**src/rtl/keypad_pkg.sv**
```systemverilog
// Shared types and board constants for the hex keypad entry block.
// The keypad layout lives only in KEY_MAP, indexed by {row, col}.
package keypad_pkg;

    typedef enum logic [1:0] {
        SCAN     = 2'd0,
        DEBOUNCE = 2'd1,
        HELD     = 2'd2
    } kp_state_t;

    localparam int NUM_ROWS = 4;
    localparam int NUM_COLS = 4;

    // Board layout: row 0 = 1 2 3 A, row 1 = 4 5 6 B, row 2 = 7 8 9 C, row 3 = 0 F E D
    localparam logic [0:15][3:0] KEY_MAP = {
        4'h1, 4'h2, 4'h3, 4'hA,
        4'h4, 4'h5, 4'h6, 4'hB,
        4'h7, 4'h8, 4'h9, 4'hC,
        4'h0, 4'hF, 4'hE, 4'hD
    };

endpackage

```
**src/rtl/keypad_tick_gen.sv**
```systemverilog
// Scan tick generator: free-running divider, tick is high for the one clk
// in which the counter is all-ones, so state acts on the wrap to zero.
module keypad_tick_gen #(
    parameter int SCAN_DIV_BITS = 17
) (
    input  logic clk,
    input  logic rst,
    output logic tick
);

    logic [SCAN_DIV_BITS-1:0] div_cnt;

    // Free-running divider, wraps naturally
    always_ff @(posedge clk or posedge rst) begin
        if (rst) div_cnt <= '0;
        else     div_cnt <= div_cnt + SCAN_DIV_BITS'(1);
    end

    assign tick = &div_cnt;

endmodule

```
**src/rtl/keypad_hex_entry.sv**
```systemverilog
// 4x4 hex keypad scanner with debounce and a shifting entry register.
// Optional build macro KEYPAD_REPEAT_EN enables auto-repeat while a key is held.
//
// state    | meaning
// ---------+------------------------------------------------------------
// SCAN     | strobing columns, advance one column per tick while idle
// DEBOUNCE | row seen low, counting identical ticks before acceptance
// HELD     | key accepted, waiting for a stable release
module keypad_hex_entry
    import keypad_pkg::*;
#(
    parameter int WIDTH          = 32,
    parameter int SCAN_DIV_BITS  = 17,
    parameter int DEBOUNCE_SCANS = 4,
    parameter int REPEAT_SCANS   = 64
) (
    input  logic                       clk,
    input  logic                       rst,
    input  logic [NUM_ROWS-1:0]        row_n,
    input  logic                       entry_clr,
    output logic [NUM_COLS-1:0]        col_n,
    output logic                       key_valid,
    output logic [3:0]                 key_code,
    output logic [WIDTH-1:0]           value,
    output logic [$clog2(WIDTH/4):0]   digit_cnt
);

    localparam int DIG_W = $clog2(WIDTH/4) + 1;
    localparam int CNT_W = $clog2(DEBOUNCE_SCANS + 1);

    // Elaboration-time parameter sanity
    if (WIDTH % 4 != 0 || WIDTH < 8) begin : g_bad_width
        $error("keypad_hex_entry: WIDTH must be a multiple of 4 and at least 8");
    end
    if (DEBOUNCE_SCANS < 1) begin : g_bad_deb
        $error("keypad_hex_entry: DEBOUNCE_SCANS must be at least 1");
    end
    if (REPEAT_SCANS < 1) begin : g_bad_rep
        $error("keypad_hex_entry: REPEAT_SCANS must be at least 1");
    end

    logic                tick;
    logic [NUM_ROWS-1:0] row_meta, row_sync;
    logic                any_low;
    logic [1:0]          low_idx;

    kp_state_t           state, state_next;
    logic [1:0]          col_idx, row_lat, row_lat_next;
    logic [CNT_W-1:0]    deb_cnt, deb_next, rel_cnt, rel_next;
    logic                advance, accept, rep_fire, shift;
    logic [3:0]          new_code;

    keypad_tick_gen #(.SCAN_DIV_BITS(SCAN_DIV_BITS)) u_tick (
        .clk  (clk),
        .rst  (rst),
        .tick (tick)
    );

    // Two-flop synchronizer; idle keypad reads all-ones
    always_ff @(posedge clk or posedge rst) begin
        if (rst) begin
            row_meta <= '1;
            row_sync <= '1;
        end else begin
            row_meta <= row_n;
            row_sync <= row_meta;
        end
    end

    assign any_low  = ~&row_sync;
    assign new_code = KEY_MAP[{row_lat, col_idx}];
    assign shift    = accept | rep_fire;

    // Lowest-index low row wins when several rows are low
    always_comb begin
        low_idx = 2'd0;
        for (int i = NUM_ROWS - 1; i >= 0; i--) begin
            if (!row_sync[i]) low_idx = 2'(i);
        end
    end

`ifdef KEYPAD_REPEAT_EN
    localparam int REP_W = $clog2(REPEAT_SCANS + 1);
    logic [REP_W-1:0] rep_cnt, rep_next;

    // Auto-repeat counter: counts held ticks, restarts on entry to HELD or key up
    always_comb begin
        rep_next = rep_cnt;
        rep_fire = 1'b0;
        if (tick) begin
            if (state != HELD || !any_low) begin
                rep_next = '0;
            end else if (rep_cnt + REP_W'(1) == REP_W'(REPEAT_SCANS)) begin
                rep_next = '0;
                rep_fire = 1'b1;
            end else begin
                rep_next = rep_cnt + REP_W'(1);
            end
        end
    end

    // Auto-repeat counter register
    always_ff @(posedge clk or posedge rst) begin
        if (rst) rep_cnt <= '0;
        else     rep_cnt <= rep_next;
    end
`else
    assign rep_fire = 1'b0;
`endif

    // Next-state and counter decisions, evaluated only on tick
    always_comb begin
        state_next   = state;
        row_lat_next = row_lat;
        deb_next     = deb_cnt;
        rel_next     = rel_cnt;
        advance      = 1'b0;
        accept       = 1'b0;
        if (tick) begin
            case (state)
                SCAN: begin
                    if (any_low) begin
                        row_lat_next = low_idx;
                        deb_next     = CNT_W'(1);
                        state_next   = DEBOUNCE;
                    end else begin
                        advance = 1'b1;
                    end
                end
                DEBOUNCE: begin
                    if (any_low && low_idx == row_lat) begin
                        if (deb_cnt >= CNT_W'(DEBOUNCE_SCANS)) begin
                            accept     = 1'b1;
                            rel_next   = '0;
                            state_next = HELD;
                        end else begin
                            deb_next = deb_cnt + CNT_W'(1);
                        end
                    end else begin
                        advance    = 1'b1;
                        state_next = SCAN;
                    end
                end
                HELD: begin
                    if (any_low) begin
                        rel_next = '0;
                    end else if (rel_cnt + CNT_W'(1) == CNT_W'(DEBOUNCE_SCANS)) begin
                        rel_next   = '0;
                        advance    = 1'b1;
                        state_next = SCAN;
                    end else begin
                        rel_next = rel_cnt + CNT_W'(1);
                    end
                end
                default: state_next = SCAN;
            endcase
        end
    end

    // FSM, column strobe and key output registers
    always_ff @(posedge clk or posedge rst) begin
        if (rst) begin
            state     <= SCAN;
            col_idx   <= 2'd0;
            col_n     <= 4'b1110;
            row_lat   <= 2'd0;
            deb_cnt   <= '0;
            rel_cnt   <= '0;
            key_valid <= 1'b0;
            key_code  <= 4'h0;
        end else begin
            state     <= state_next;
            row_lat   <= row_lat_next;
            deb_cnt   <= deb_next;
            rel_cnt   <= rel_next;
            key_valid <= shift;
            if (shift) key_code <= new_code;
            if (advance) begin
                col_idx <= col_idx + 2'd1;
                col_n   <= ~(4'b0001 << (col_idx + 2'd1));
            end
        end
    end

    // Entry register: clear beats a simultaneous key, oldest nibble falls off the top
    always_ff @(posedge clk or posedge rst) begin
        if (rst) begin
            value     <= '0;
            digit_cnt <= '0;
        end else if (entry_clr) begin
            value     <= '0;
            digit_cnt <= '0;
        end else if (shift) begin
            value <= {value[WIDTH-5:0], new_code};
            if (digit_cnt != DIG_W'(WIDTH/4)) digit_cnt <= digit_cnt + DIG_W'(1);
        end
    end

endmodule
```
**config.mk**
```make
export PLATFORM = sky130hd
export DESIGN_NAME = keypad_hex_entry
export DESIGN_NICKNAME = d
export VERILOG_FILES = /design/src/rtl/keypad_pkg.sv /design/src/rtl/keypad_tick_gen.sv /design/src/rtl/keypad_hex_entry.sv
export SDC_FILE = /design/constraint.sdc
export NUM_CORES = 1
export LEC_CHECK = 0
export ABC_CLOCK_PERIOD_IN_PS = 6600
export CAP_MARGIN = 30
export CORE_AREA = 2 2 89 91
export CTS_CLUSTER_SIZE = 12
export DETAILED_ROUTE_END_ITERATION = 8
export DIE_AREA = 0 0 91 93
export PLACE_DENSITY = 0.81
export SETUP_SLACK_MARGIN = 0.1
export SYNTH_ARGS = -nofsm -noshare
export SYNTH_HDL_FRONTEND = slang
export SYNTH_SLANG_ARGS = --single-unit
```
**constraint.sdc**
```tcl
create_clock -name clk -period 6.6 [get_ports clk]
set_clock_uncertainty 0.05 [all_clocks]
set_input_delay 1.98 -clock clk [delete_from_list [all_inputs] [get_ports clk]]
set_output_delay 1.98 -clock clk [all_outputs]
set_load 0.005 [all_outputs]
```
# Word-level counts from Yosys, hierarchy flattened
# Memory sizes are Yosys's and may differ from the RTL's.
# Cells that the tools add are included.
dict set report classes {
  n_addsub 5
  order_cmp 2
  n_eq_ne 12
  shift 1
  n_mux 36
  n_bitwise 3
  reduce_logical 14
}
# operator count
set ops {}
lappend ops {{$mux W32} 2}
lappend ops {{$reduce_and A21 Y1} 2}
lappend ops {{$mux W3} 7}
lappend ops {{$mux W4} 5}
lappend ops {{$reduce_and A20 Y1} 1}
lappend ops {{$reduce_and A19 Y1} 1}
lappend ops {{$mux W2} 9}
lappend ops {{$add A17 B1 Y17 const B} 1}
lappend ops {{$reduce_and A17 Y1} 1}
lappend ops {{$ne A2 B2 Y1 const B} 6}
lappend ops {{$pmux W3 S2} 2}
lappend ops {{$mux W1} 9}
lappend ops {{$reduce_bool A2 Y1} 4}
lappend ops {{$add A3 B1 Y3 const B} 2}
lappend ops {{$pmux W2 S3} 1}
lappend ops {{$ge A5 B5 Y1 const B} 1}
lappend ops {{$not A4 Y5} 1}
lappend ops {{$add A4 B1 Y4 const B} 1}
lappend ops {{$ne A4 B4 Y1 const B} 1}
lappend ops {{$not A4 Y4} 1}
lappend ops {{$reduce_and A4 Y1} 1}
lappend ops {{$shl A1 B2 Y4 const A} 1}
lappend ops {{$eq A3 B3 Y1 const B} 1}
lappend ops {{$ge A3 B3 Y1 const B} 1}
lappend ops {{other kinds (11)} 11}
dict set report totals {
  register_bits 82
  mem_bits_ro 64
  inputBits 7
  out_inout_bits 45
  wordCells 87
  n_memories 1
}
# memory depth width read_ports rd_clocked_by_memory_dff write_ports line
set memory_table {}
lappend memory_table {{(no name shown)} 16 4 1 0 0 keypad_hex_entry.sv:71} ;# assign new_code = KEY_MAP[{row_lat, col_idx}];

# Longest topological paths before layout
# Gate-level depths: netlist (run 1).
dict set report depth {
  depth_word 11
  mapped_depth 15
  depth_no_buf 12
}

# By module
# From an unflattened synthesis (run 1), not the netlist that was laid out.
dict set report unflattened {
  hier_cells 325
  area_unflattened_um2 3769.9
}
# mod n_inst cells_each area_per_inst_um2 seq_area_each_um2
set by_module_without_submodules {}
lappend by_module_without_submodules {keypad_hex_entry 1 261 2965.3 1640.3}
lappend by_module_without_submodules {keypad_tick_gen 1 64 804.5 425.4}

# Worst setup path before layout (run 1)
# Ideal clock, no wire load.
dict set report synth_path {
  path_kind {input to register}
  start {in entry_clr}
  end {reg digit_cnt[3]}
  setup_time_ns 0.136
  t_arrival_ns 2.576
  required_ns 6.414
  path_slack_ns 3.837
  cell_stages 3
  path_buffers 2
  path_cell_list {clkbuf_1 clkbuf_1 a21oi_1}
}
dict set report synth_via {
  elab_chain_len 2
  elab_cells_between_ends 4
  cone_classes {mux (1); reduce/logical (3)}
}
# item line
set synth_rtl {}
lappend synth_rtl {{from (decl)} keypad_hex_entry.sv:20} ;# input logic entry_clr,
lappend synth_rtl {{$reduce_bool A2 Y1 (no source line)} n/a}
lappend synth_rtl {{$reduce_and A2 Y1 (no source line)} n/a}
lappend synth_rtl {{to (signal assigned)} keypad_hex_entry.sv:195} ;# if (digit_cnt != DIG_W'(WIDTH/4)) digit_cnt <= digit_cnt + DIG_W'(1);
lappend synth_rtl {{to (decl)} keypad_hex_entry.sv:25} ;# output logic [$clog2(WIDTH/4):0] digit_cnt
# Parallel ways exist; a longest one is shown, timed or not.
# A chain may end at the register's enable or synchronous reset.

# Final worst setup path (run 1)
dict set report layout_path {
  start {reg col_n[2]}
  end {out col_n[2]}
}
# item line
set layout_lines {}
lappend layout_lines {{from (decl)} keypad_hex_entry.sv:21} ;# output logic [NUM_COLS-1:0] col_n,
lappend layout_lines {{from (signal assigned)} keypad_hex_entry.sv:180} ;# col_n <= ~(4'b0001 << (col_idx + 2'd1));
# No word-level cell between the ends.

==> results of run 1 <==
[layout by cell type, fill, tap and decap left out, types with 2 or more instances in the layout]
| cell type | Yosys | final |
|---|---|---|
| nand4_1 | 4 | 4 |
| nand2_1 | 78 | 78 |
| nand2b_1 | 4 | 4 |
| and4_1 | 3 | 3 |
| a31oi_1 | 4 | 4 |
| mux2i_1 | 7 | 7 |
| mux2_2 | 4 | 4 |
| clkbuf_8 | 0 | 9 |
| buf_4 | 0 | 2 |
| dfrtp_1 | 71 | 71 |
| dfstp_2 | 11 | 11 |
| ha_1 | 15 | 15 |
| clkinvlp_4 | 0 | 2 |
| a21o_1 | 2 | 2 |
| a21oi_1 | 38 | 38 |
| xnor2_1 | 14 | 14 |
| and3_1 | 4 | 4 |
| o211ai_1 | 2 | 2 |
| o21ai_0 | 6 | 6 |
| nor2_1 | 19 | 19 |
| nor3_1 | 8 | 8 |
| clkdlybuf4s50_1 | 0 | 51 |
| xor2_1 | 2 | 2 |
| nand3_1 | 15 | 15 |
| inv_6 | 0 | 3 |
| and2_1 | 3 | 3 |
| inv_1 | 21 | 20 |
[cells by family (layout without fill, tap and decap cells)]
kind of cell / after synthesis / in the layout / synth area share (%)
adder cells (fa/ha/maj): 15 / 15 / 5.09
multiplexers: 12 / 12 / 3.42
XOR/XNOR: 16 / 16 / 3.80
buffers and inverters: 37 / 92 / 4.71
AO/OA/AOI/OAI: 59 / 59 / 9.36
AND/OR/NAND/NOR: 145 / 145 / 17.6
flip-flops: 82 / 82 / 56.0
[stage by stage]
stage	util [%]	hold slack, ns
2_1_floorplan	-	0.295
3_3_place_gp	56.5	0.298
3_5_place_dp	56.9	0.298
4_1_cts	59.6	0.310
5_1_grt	59.6	0.312
6_report	59.6	0.309
[report_power, final]
| group | switching, mW | total (mW) | leakage, nW | internal [mW] |
|---|---|---|---|---|
| combinational | 0.0150 | 0.0206 | 0.743 | 0.00555 |
| clock | 0.195 | 0.376 | 0.0988 | 0.181 |
| sequential | 0.00217 | 0.509 | 1.09 | 0.507 |
| total | 0.212 | 0.905 | 1.93 | 0.693 |
[metal layers]
metal  wire length (um)  part of all wire, %
met5                  0                    0
met4                179                  2.5
met3                295                  4.2
met2               3550                   50
met1               3000                   43
[sequential cells by signal, summed over array words and instances, names as in the netlist, 3 cells and up]
signal	count
rel_cnt	3
col_n	4
deb_cnt	3
key_code	4
value	32
digit_cnt	4
row_sync	4
row_meta	4
u_tick.div_cnt	17
[final cells by class]
class,count,area (um2)
Multi-Input combinational cell,247,1450
Inverter,22,83.8
Tap cell,102,128
Clock inverter,7,82.6
Sequential cell,82,2070
Clock buffer,9,124
Timing Repair Buffer,54,553
Fill cell,646,3040
[worst max-delay path by stage]
stage / startpoint / depth (start not counted) / to
final: col_n[2] / 1 / col_n[2]
after detailed placement: rst / 3 / value[15]
after floorplan: rst / 1 / col_idx[0]
after CTS: col_n[2] / 1 / col_n[2]
after global placement: u_tick.div_cnt[0] / 12 / digit_cnt[2]
after global routing: col_n[2] / 1 / col_n[2]
==> qor.yml, run 1 <==
status: "finished clean"
ctsResizeCount: 0
drv_cap: 0
setup-tns-final_ns: 0
synthMostInstantiatedCell: "nand2_1"
vias: 2729
wl_per_cell_um: 13.4
cts_sinks: 82
cp-end-kind: "output port"
n_antenna_cell: 0
min_period_over_period_pct: 51.8
path_clk_slew_ns: 0.08
synth_top_area_share_pct: 48.2
pin_count: 52
crit_fanout: 2
globalRouteTotalUtil_pct: 17.9
hpwl_um: 4950
cts_inserted_buffers: 9
synth_commonest_cells: "nand2_1 (78), dfrtp_1 (71), a21oi_1 (38)"
worstReg2RegStart: "u_tick.div_cnt[0]"
die_h_um: 93
slew_headroom_pct: 51.7
dr.pass1.iters: 4
p_total_mw: 0.905
cts_setup_buffers: 0
cts-hold-fix-buffers: 0
start_util_pct: 49.0
yosys_warnings: 0
syn_to_final_growth_pct: 21.6
max_stage_delay_ns: 0.54
peakVddDrop_mv: 0.157
synth-edff-count: 0
viasPerCell: 5.22
hold_path_class: "flop to flop"
grt_pass1_wl_um: 12000
grt_pass1_vias: 2662
netlist_instances: 366
crit_arrival_ns: 1.39
leakage_nw: 1.94
avgSynthCellArea_um2: 10.1
cts_tree: "done"
antenna_found_initial: 0
reg2reg_to: "value[2]"
finalWorstSetupSlack_ns: 3.18
hold_viol: 0
cts_htree_levels: 3
antenna_left: 0
cp.required_ns: 4.57
synth-seq-cells: 82
fin_crit_ns: 3.42
synth_area_um2: 3690
drc_errors: 0
setup_viol: 0
drv_slew: 0
crit_buf_inv: 1
grtUsageMet3_pct: 3.55
rsz0062_at_grt: "no"
clkLatencyLatePin_ns: 0.36
dp_cells: 507
routed_wl_um: 7030
busiest_layer: "met2"
dieArea_um2: 8460
min_from: "row_meta[0]"
clk_path_buf_depth: 2
syn-num-nets: 388
fp-row-count: 32
r2r_slack_ns: 3.52
min_to: "row_sync[0]"
placed_area_um2: 4280
grt_overflow: 0
cp-start-kind: "flop"
grt_max_degree: 61
crit_path_top_delay_cell: "dfstp_2"
path_class: "flop to output port"
port_buffers: 51
drive_gt1_share_pct: 9.50
critPathTopFamily: "flip-flops"
synth_top_cell_by_area: "dfrtp_1"
powerDensity_nw_per_um2: 202
fmax_mhz: 292
final_nets: 438
worst_slew_pin_slew_ns: 0.724
async_flop_share_pct: 100
fin_cells: 523
path_cells: "clkdlybuf4s50_1"
synth_cell_type_count: 41
drtIter0Drc: 131
place.gp.congestion: 0.855
fp.dieW_um: 91
design_area_um2: 4490
dp_slack_ns: 3.14
synth_ff_type: "dfrtp_1"
root_buffer: "clkbuf_8"
hold_depth: 0
synth-seq-area-share_pct: 56.0
use_met2_pct: 30.7
fp.coreArea_um2: 7530
ys_top_cells_by_area: "dfrtp_1 (48%), nand2_1 (7.9%), dfstp_2 (7.8%), a21oi_1 (5.2%), ha_1 (5.1%)"
worstRegToRegCells: 12
grtUsageMet1_pct: 21.3
Note: power is estimated with default switching activity, not from simulation.
==> inputs of run 2 (changes only) <==
--- a/config.mk
+++ b/config.mk
@@ -5,7 +5,7 @@
 export SDC_FILE = /design/constraint.sdc
 export NUM_CORES = 1
 export LEC_CHECK = 0
-export ABC_CLOCK_PERIOD_IN_PS = 6600
+export ABC_CLOCK_PERIOD_IN_PS = 3500
 export CAP_MARGIN = 30
 export CORE_AREA = 2 2 89 91
 export CTS_CLUSTER_SIZE = 12
==> constraint.sdc (replaced) <==
create_clock -name clk -period 3.5 [get_ports clk]
set_clock_uncertainty 0.05 [all_clocks]
set_input_delay 1.05 -clock clk [delete_from_list [all_inputs] [get_ports clk]]
set_output_delay 1.05 -clock clk [all_outputs]
set_load 0.005 [all_outputs]
==> run 2 against run 1 <==
  * Utilization down 0.22 points
  * Register-to-register slack lost 3.0 ns
  * Combinational power grew 110%
  * Global-route usage grew 0.29 points
  * Sequential power up 88%
  * Hold slack got worse by 0.0025 ns
  * First-iteration DRC count shrank 20%
  * Cell count is 0.19% higher
  * Routed wire length barely moved
  * Clock-buffer cell count is 1 higher
  * Via count fell by 0.11%
  * Power is 81% higher
  * Largest power group unchanged
==> qor.yml, run 2 (synthesis gave the netlist of run 1 again) <==
cts_sinks: 82  # unchanged
top_register: "value"  # unchanged
crit_arrival_ns: 3.12  # was 1.39 ns
drtIter0Drc: 105  # was 131
fin_util_pct: 59.4  # was 59.6%
mostFrequentLayoutCells: "nand2_1 (78), dfrtp_1 (71), clkdlybuf4s50_1 (51)"  # unchanged
rsz0062_at_grt: "no"  # unchanged
grt_overflow: 0  # unchanged
peakVddDrop_mv: 0.278  # was 0.157 mV
wl_per_cell_um: 13.4  # about the same
fp.coreArea_um2: 7530  # unchanged
top_regs: "value (32), u_tick.div_cnt (17)"  # unchanged
place.gp.congestion: 0.880  # was 0.855
cts_tree: "done"  # unchanged
globalRouteTotalUtil_pct: 18.2  # was 17.9%
reg2reg_to: "value[2]"  # unchanged
hold_path_class: "flop to flop"  # unchanged
final.fill_count: 668  # was 646
hold_viol: 0  # unchanged
path_class: "flop to flop"  # was flop to output port
dieArea_um2: 8460  # unchanged
vias: 2726  # was 2,729
die_h_um: 93  # unchanged
final_nets: 439  # was 438
cp.required_ns: 3.68  # was 4.57 ns
antenna_left: 0  # unchanged
grt_pass1_wl_um: 12300  # was 12,000 um
setup_viol: 0  # unchanged
port_buffers: 51  # unchanged
worstRegToRegCells: 12  # unchanged
path_clk_slew_ns: 0.09  # was 0.08 ns
drv_slew: 0  # unchanged
pin_count: 52  # unchanged
setup-tns-final_ns: 0  # unchanged
n_antenna_cell: 0  # unchanged
powerDensity_nw_per_um2: 367  # was 202 nW/um2
crit_fanout: 39  # was 2
cts_inserted_buffers: 9  # unchanged
antenna_found_initial: 0  # unchanged
hpwl_um: 5010  # was 4950 um
worst_slew_pin_slew_ns: 0.797  # was 0.724 ns
leakage_nw: 1.92  # was 1.94 nW
clk_path_buf_depth: 2  # unchanged
worstReg2RegStart: "u_tick.div_cnt[0]"  # unchanged
grt_pass1_vias: 2686  # was 2,662
min_period_over_period_pct: 84.1
drc_errors: 0  # unchanged
dp_cells: 508  # was 507
min_to: "row_sync[3]"  # was row_sync[0]
root_buffer: "clkbuf_8"  # unchanged
cp-end-kind: "flop"  # was output port
finalWorstSetupSlack_ns: 0.556  # was 3.18 ns
grt_max_degree: 47  # was 61
viasPerCell: 5.20  # was 5.22
dr.pass1.iters: 4  # unchanged
fin_cells: 524  # was 523
cts-hold-fix-buffers: 0  # unchanged
cp-start-kind: "flop"  # unchanged
start_util_pct: 49.0  # unchanged
cts_setup_buffers: 0  # unchanged
ctsResizeCount: 0  # unchanged
routed_wl_um: 7030  # about the same
largest_reg_flops: 32  # unchanged
clkLatencyLatePin_ns: 0.36  # about the same
fmax_mhz: 340
cts_htree_levels: 3  # unchanged
hold_depth: 0  # unchanged
dp_slack_ns: 0.396  # was 3.14 ns
fp.dieW_um: 91  # unchanged
fin_crit_ns: 2.94
final_common_cell: "nand2_1"  # unchanged
min_from: "row_meta[3]"  # was row_meta[0]
status: "finished clean"  # unchanged
syn_to_final_growth_pct: 21.2  # was 21.6%
drive_gt1_share_pct: 9.72  # was 9.50%
r2r_slack_ns: 0.56  # was 3.52 ns
fp-row-count: 32  # unchanged
slew_headroom_pct: 46.8  # was 51.7%
drv_cap: 0  # unchanged
-- run 2: cell count changes in the layout (fill, tap and decap cells not counted), sizes merged --
cell / before / now
inv: 25 / 23
bufinv: 1 / 0
buf: 3 / 4
clkinv: 1 / 3
clkbuf: 9 / 10
-- run 2: worst max path at each step --
stage                           start         end  slack, ns  cells after the start
global route        u_tick.div_cnt[0]    value[2]       0.29                     12
floorplan                         rst  col_idx[0]       0.31                      1
global placement    u_tick.div_cnt[0]    value[2]       0.52                     12
CTS                 u_tick.div_cnt[0]    value[2]       0.36                     12
finish              u_tick.div_cnt[0]    value[2]       0.56                     12
detailed placement  u_tick.div_cnt[0]    value[2]       0.40                     12
-- run 2: metrics by stage --
stage | hold WS, ns | instance area [um2] | total power, mW
floorplan | 0.295 | 3690 | 1.00
global placement | 0.296 | 4280 | 1.02
detailed placement | 0.297 | 4280 | 1.02
CTS | 0.307 | 4470 | 1.66
global route | 0.317 | 4470 | 1.71
finish | 0.307 | 4470 | 1.64
-- run 2: per-layer routing --
layer | routed length (um) | up-vias | track usage (%)
li1 | - | 1324 | -
met1 | 3120 | 1322 | 22.8
met2 | 3450 | 70 | 30.5
met3 | 351 | 10 | 4.35
met4 | 112 | 0 | 7.20
met5 | 0 | - | 0
-- run 2: layout make-up --
cell class | instances | area (um2) | share of cell area (%)
tap | 102 | 128 | 2.85
multi-input combinational | 247 | 1450 | 32.4
inverter | 22 | 86.3 | 1.93
clock buffer | 10 | 138 | 3.08
clock inverter | 6 | 50.0 | 1.12
sequential | 82 | 2070 | 46.2
timing repair buffer | 55 | 553 | 12.4
-- run 2: worst max-delay path, cell delays in order (launching register included) --
cell and delay (ns):
dfrtp_1 0.41, ha_1 0.22, and2_1 0.17, nand4_1 0.23, inv_1 0.12, nand3_1 0.13
nor2_1 0.13, ha_1 0.21, nand3_1 0.09, a21o_1 0.37, inv_4 0.38, o311a_1 0.26
nor3_1 0.05
-- run 2: where the power goes --
part / total (mW) / internal (mW) / switching (mW)
Clock: 0.638 / 0.284 / 0.354
Sequential: 0.959 / 0.955 / 0.00404
Combinational: 0.0426 / 0.0128 / 0.0299
==> inputs of run 3 (changes only) <==
--- a/config.mk
+++ b/config.mk
@@ -5,13 +5,13 @@
 export SDC_FILE = /design/constraint.sdc
 export NUM_CORES = 1
 export LEC_CHECK = 0
-export ABC_CLOCK_PERIOD_IN_PS = 3500
+export ABC_CLOCK_PERIOD_IN_PS = 2500
 export CAP_MARGIN = 30
-export CORE_AREA = 2 2 89 91
+export CORE_AREA = 2 2 90 92
 export CTS_CLUSTER_SIZE = 12
 export DETAILED_ROUTE_END_ITERATION = 8
-export DIE_AREA = 0 0 91 93
-export PLACE_DENSITY = 0.81
+export DIE_AREA = 0 0 92 94
+export PLACE_DENSITY = 0.83
 export SETUP_SLACK_MARGIN = 0.1
 export SYNTH_ARGS = -nofsm -noshare
 export SYNTH_HDL_FRONTEND = slang
==> constraint.sdc (replaced) <==
create_clock -name clk -period 2.5 [get_ports clk]
set_clock_uncertainty 0.05 [all_clocks]
set_input_delay 0.75 -clock clk [delete_from_list [all_inputs] [get_ports clk]]
set_output_delay 0.75 -clock clk [all_outputs]
set_load 0.005 [all_outputs]
==> run 3 against run 2 <==
  * Cell count up 2.3%
  * Sequential power up 40%
  * Routed wire length up 5.2%
  * Clock-buffer cell count down 1
  * Power up 42%
  * Non-clock buffer count up 12
  * Critical path depth down 1
  * Largest cell class unchanged
  * Largest power group unchanged
==> qor.yml, run 3 (synthesis gave the netlist of run 1 again) <==
n_antenna_cell: 0  # unchanged
min_period_over_period_pct: 91.7  # was 84.1%
port_buffers: 51  # unchanged
peakVddDrop_mv: 0.275  # was 0.278 mV
wl_per_cell_um: 13.8  # was 13.4 um
antenna_left: 0  # unchanged
syn_to_final_growth_pct: 26.5  # was 21.2%
cp.required_ns: 2.70  # was 3.68 ns
top_regs: "value (32), u_tick.div_cnt (17)"  # unchanged
setup_viol: 0  # unchanged
fmax_mhz: 436  # was 340 MHz
root_buffer: "clkbuf_8"  # unchanged
dp_slack_ns: -0.0162  # was 0.396 ns
grt_pass1_wl_um: 12500  # was 12,300 um
grt_pass1_vias: 2680  # was 2,686
final_common_cell: "nand2_1"  # unchanged
whs_ns: 0.311  # was 0.307 ns
cts_inserted_buffers: 9  # unchanged
cts_tree: "done"  # unchanged
fp.coreArea_um2: 7610  # was 7530 um2
crit_fanout: 6  # was 39
slew_headroom_pct: 63.8  # was 46.8%
cp-start-kind: "flop"  # unchanged
dr.pass1.iters: 4  # unchanged
top_register: "value"  # unchanged
largest_reg_flops: 32  # unchanged
powerDensity_nw_per_um2: 498  # was 367 nW/um2
dieArea_um2: 8650  # was 8460 um2
antenna_found_initial: 0  # unchanged
hold_path_class: "flop to flop"  # unchanged
pin_count: 52  # unchanged
hpwl_um: 4920  # was 5010 um
vias: 2836  # was 2,726
cp-end-kind: "flop"  # unchanged
status: "finished clean"  # unchanged
drv_cap: 0  # unchanged
fin_crit_ns: 2.29  # was 2.94 ns
path_clk_slew_ns: 0.09  # about the same
crit_arrival_ns: 2.49  # was 3.12 ns
die_h_um: 94  # was 93 um
path_class: "flop to flop"  # unchanged
rsz0062_at_grt: "no"  # unchanged
cts_htree_levels: 3  # unchanged
drv_slew: 0  # unchanged
fp-row-count: 32  # unchanged
fp.dieW_um: 92  # was 91 um
worst_slew_pin_slew_ns: 0.539  # was 0.797 ns
drive_gt1_share_pct: 14.7  # was 9.72%
place.gp.congestion: 0.886  # was 0.880
p_total_mw: 2.32  # was 1.64 mW
drtIter0Drc: 202  # was 105
mostFrequentLayoutCells: "nand2_1 (78), dfrtp_1 (71), clkdlybuf4s50_1 (51)"  # unchanged
finalWorstSetupSlack_ns: 0.208  # was 0.556 ns
final.fill_count: 596  # was 668
routed_wl_um: 7400  # was 7030 um
seq_area_um2: 2070  # unchanged
start_util_pct: 48.5  # was 49.0%
dp_cells: 512  # was 508
drc_errors: 0  # unchanged
leakage_nw: 2.00  # was 1.92 nW
cts_sinks: 82  # unchanged
grt_overflow: 0  # unchanged
hold_viol: 0  # unchanged
fin_cells: 536  # was 524
r2r_slack_ns: 0.21  # was 0.56 ns
cts-hold-fix-buffers: 0  # unchanged
clkLatencyLatePin_ns: 0.37  # was 0.36 ns
grt_max_degree: 83  # was 47
viasPerCell: 5.29  # was 5.20
clk_path_buf_depth: 2  # unchanged
multi_input_area_um2: 1510  # was 1450 um2
globalRouteTotalUtil_pct: 18.2  # about the same
final_nets: 451  # was 439
-- run 3: cell count changes in the layout (fill, tap and decap cells not counted), sizes merged --
cell / previous run / this run
buf: 4 / 16
clkbuf: 10 / 9
inv: 23 / 24
-- run 3: path summary, 6_finish.rpt --
check                                  start      endpoint  cells past startpoint
max                        u_tick.div_cnt[0]  digit_cnt[0]                     11
min                              row_meta[3]   row_sync[3]                      0
max reg2reg                u_tick.div_cnt[0]  digit_cnt[0]                     11
min reg2reg                      row_meta[3]   row_sync[3]                      0
max in group asynchronous                rst      col_n[2]                      3
min in group asynchronous                rst      value[6]                      3
-- run 3: per-stage QoR --
step | cell area (um2) | TNS (ns) | utilization [%]
floorplan | 3700 | 0 | -
global placement | 4340 | 0 | 57.0
detailed placement | 4340 | -0.0162 | 57.0
CTS | 4600 | 0 | 60.5
global route | 4670 | 0 | 61.4
finish | 4670 | 0 | 61.4
-- run 3: critical path: stages (launching register included) --
cell and delay [ns]:
dfrtp_1 0.41, ha_4 0.16, and2_4 0.14, nand4_1 0.09, inv_1 0.09, nand3_2 0.10, nor2_2 0.10, ha_2 0.18
nand3_1 0.09, a21o_4 0.24, a31oi_4 0.17, mux2_1 0.34
-- run 3: report_power, final --
| part | total, mW | switching [mW] | internal [mW] |
|---|---|---|---|
| registers | 1.34 | 0.00553 | 1.34 |
| logic | 0.0590 | 0.0419 | 0.0171 |
| clock network | 0.921 | 0.532 | 0.389 |
| total | 2.32 | 0.580 | 1.74 |
-- run 3: repair_timing --
action / 4_1_cts / 5_1_grt
cloned: 1 / 0
buffers inserted: 3 / 4
endpoints found under the hold margin: 0 / 0
gates resized for setup: 6 / 11
pin swaps: 2 / 2
endpoints found under the setup margin: 37 / 34
-- run 3: layer usage --
metal | wire length (um) | up-vias | global-route usage [%] | share of wire, %
met5 | 0 | - | 0 | 0
met4 | 157 | 0 | 7.71 | 2.1
met3 | 398 | 16 | 3.85 | 5.4
met2 | 3700 | 99 | 28.9 | 50
met1 | 3150 | 1370 | 24.5 | 43
li1 | - | 1351 | - | -
-- run 3: layout make-up --
cell class	instances	area share, %
sequential	82	44.3
clock buffer	9	2.65
timing repair buffer	67	14.5
clock inverter	7	1.55
inverter	22	1.96
multi-input combinational	247	32.4
tap	102	2.73
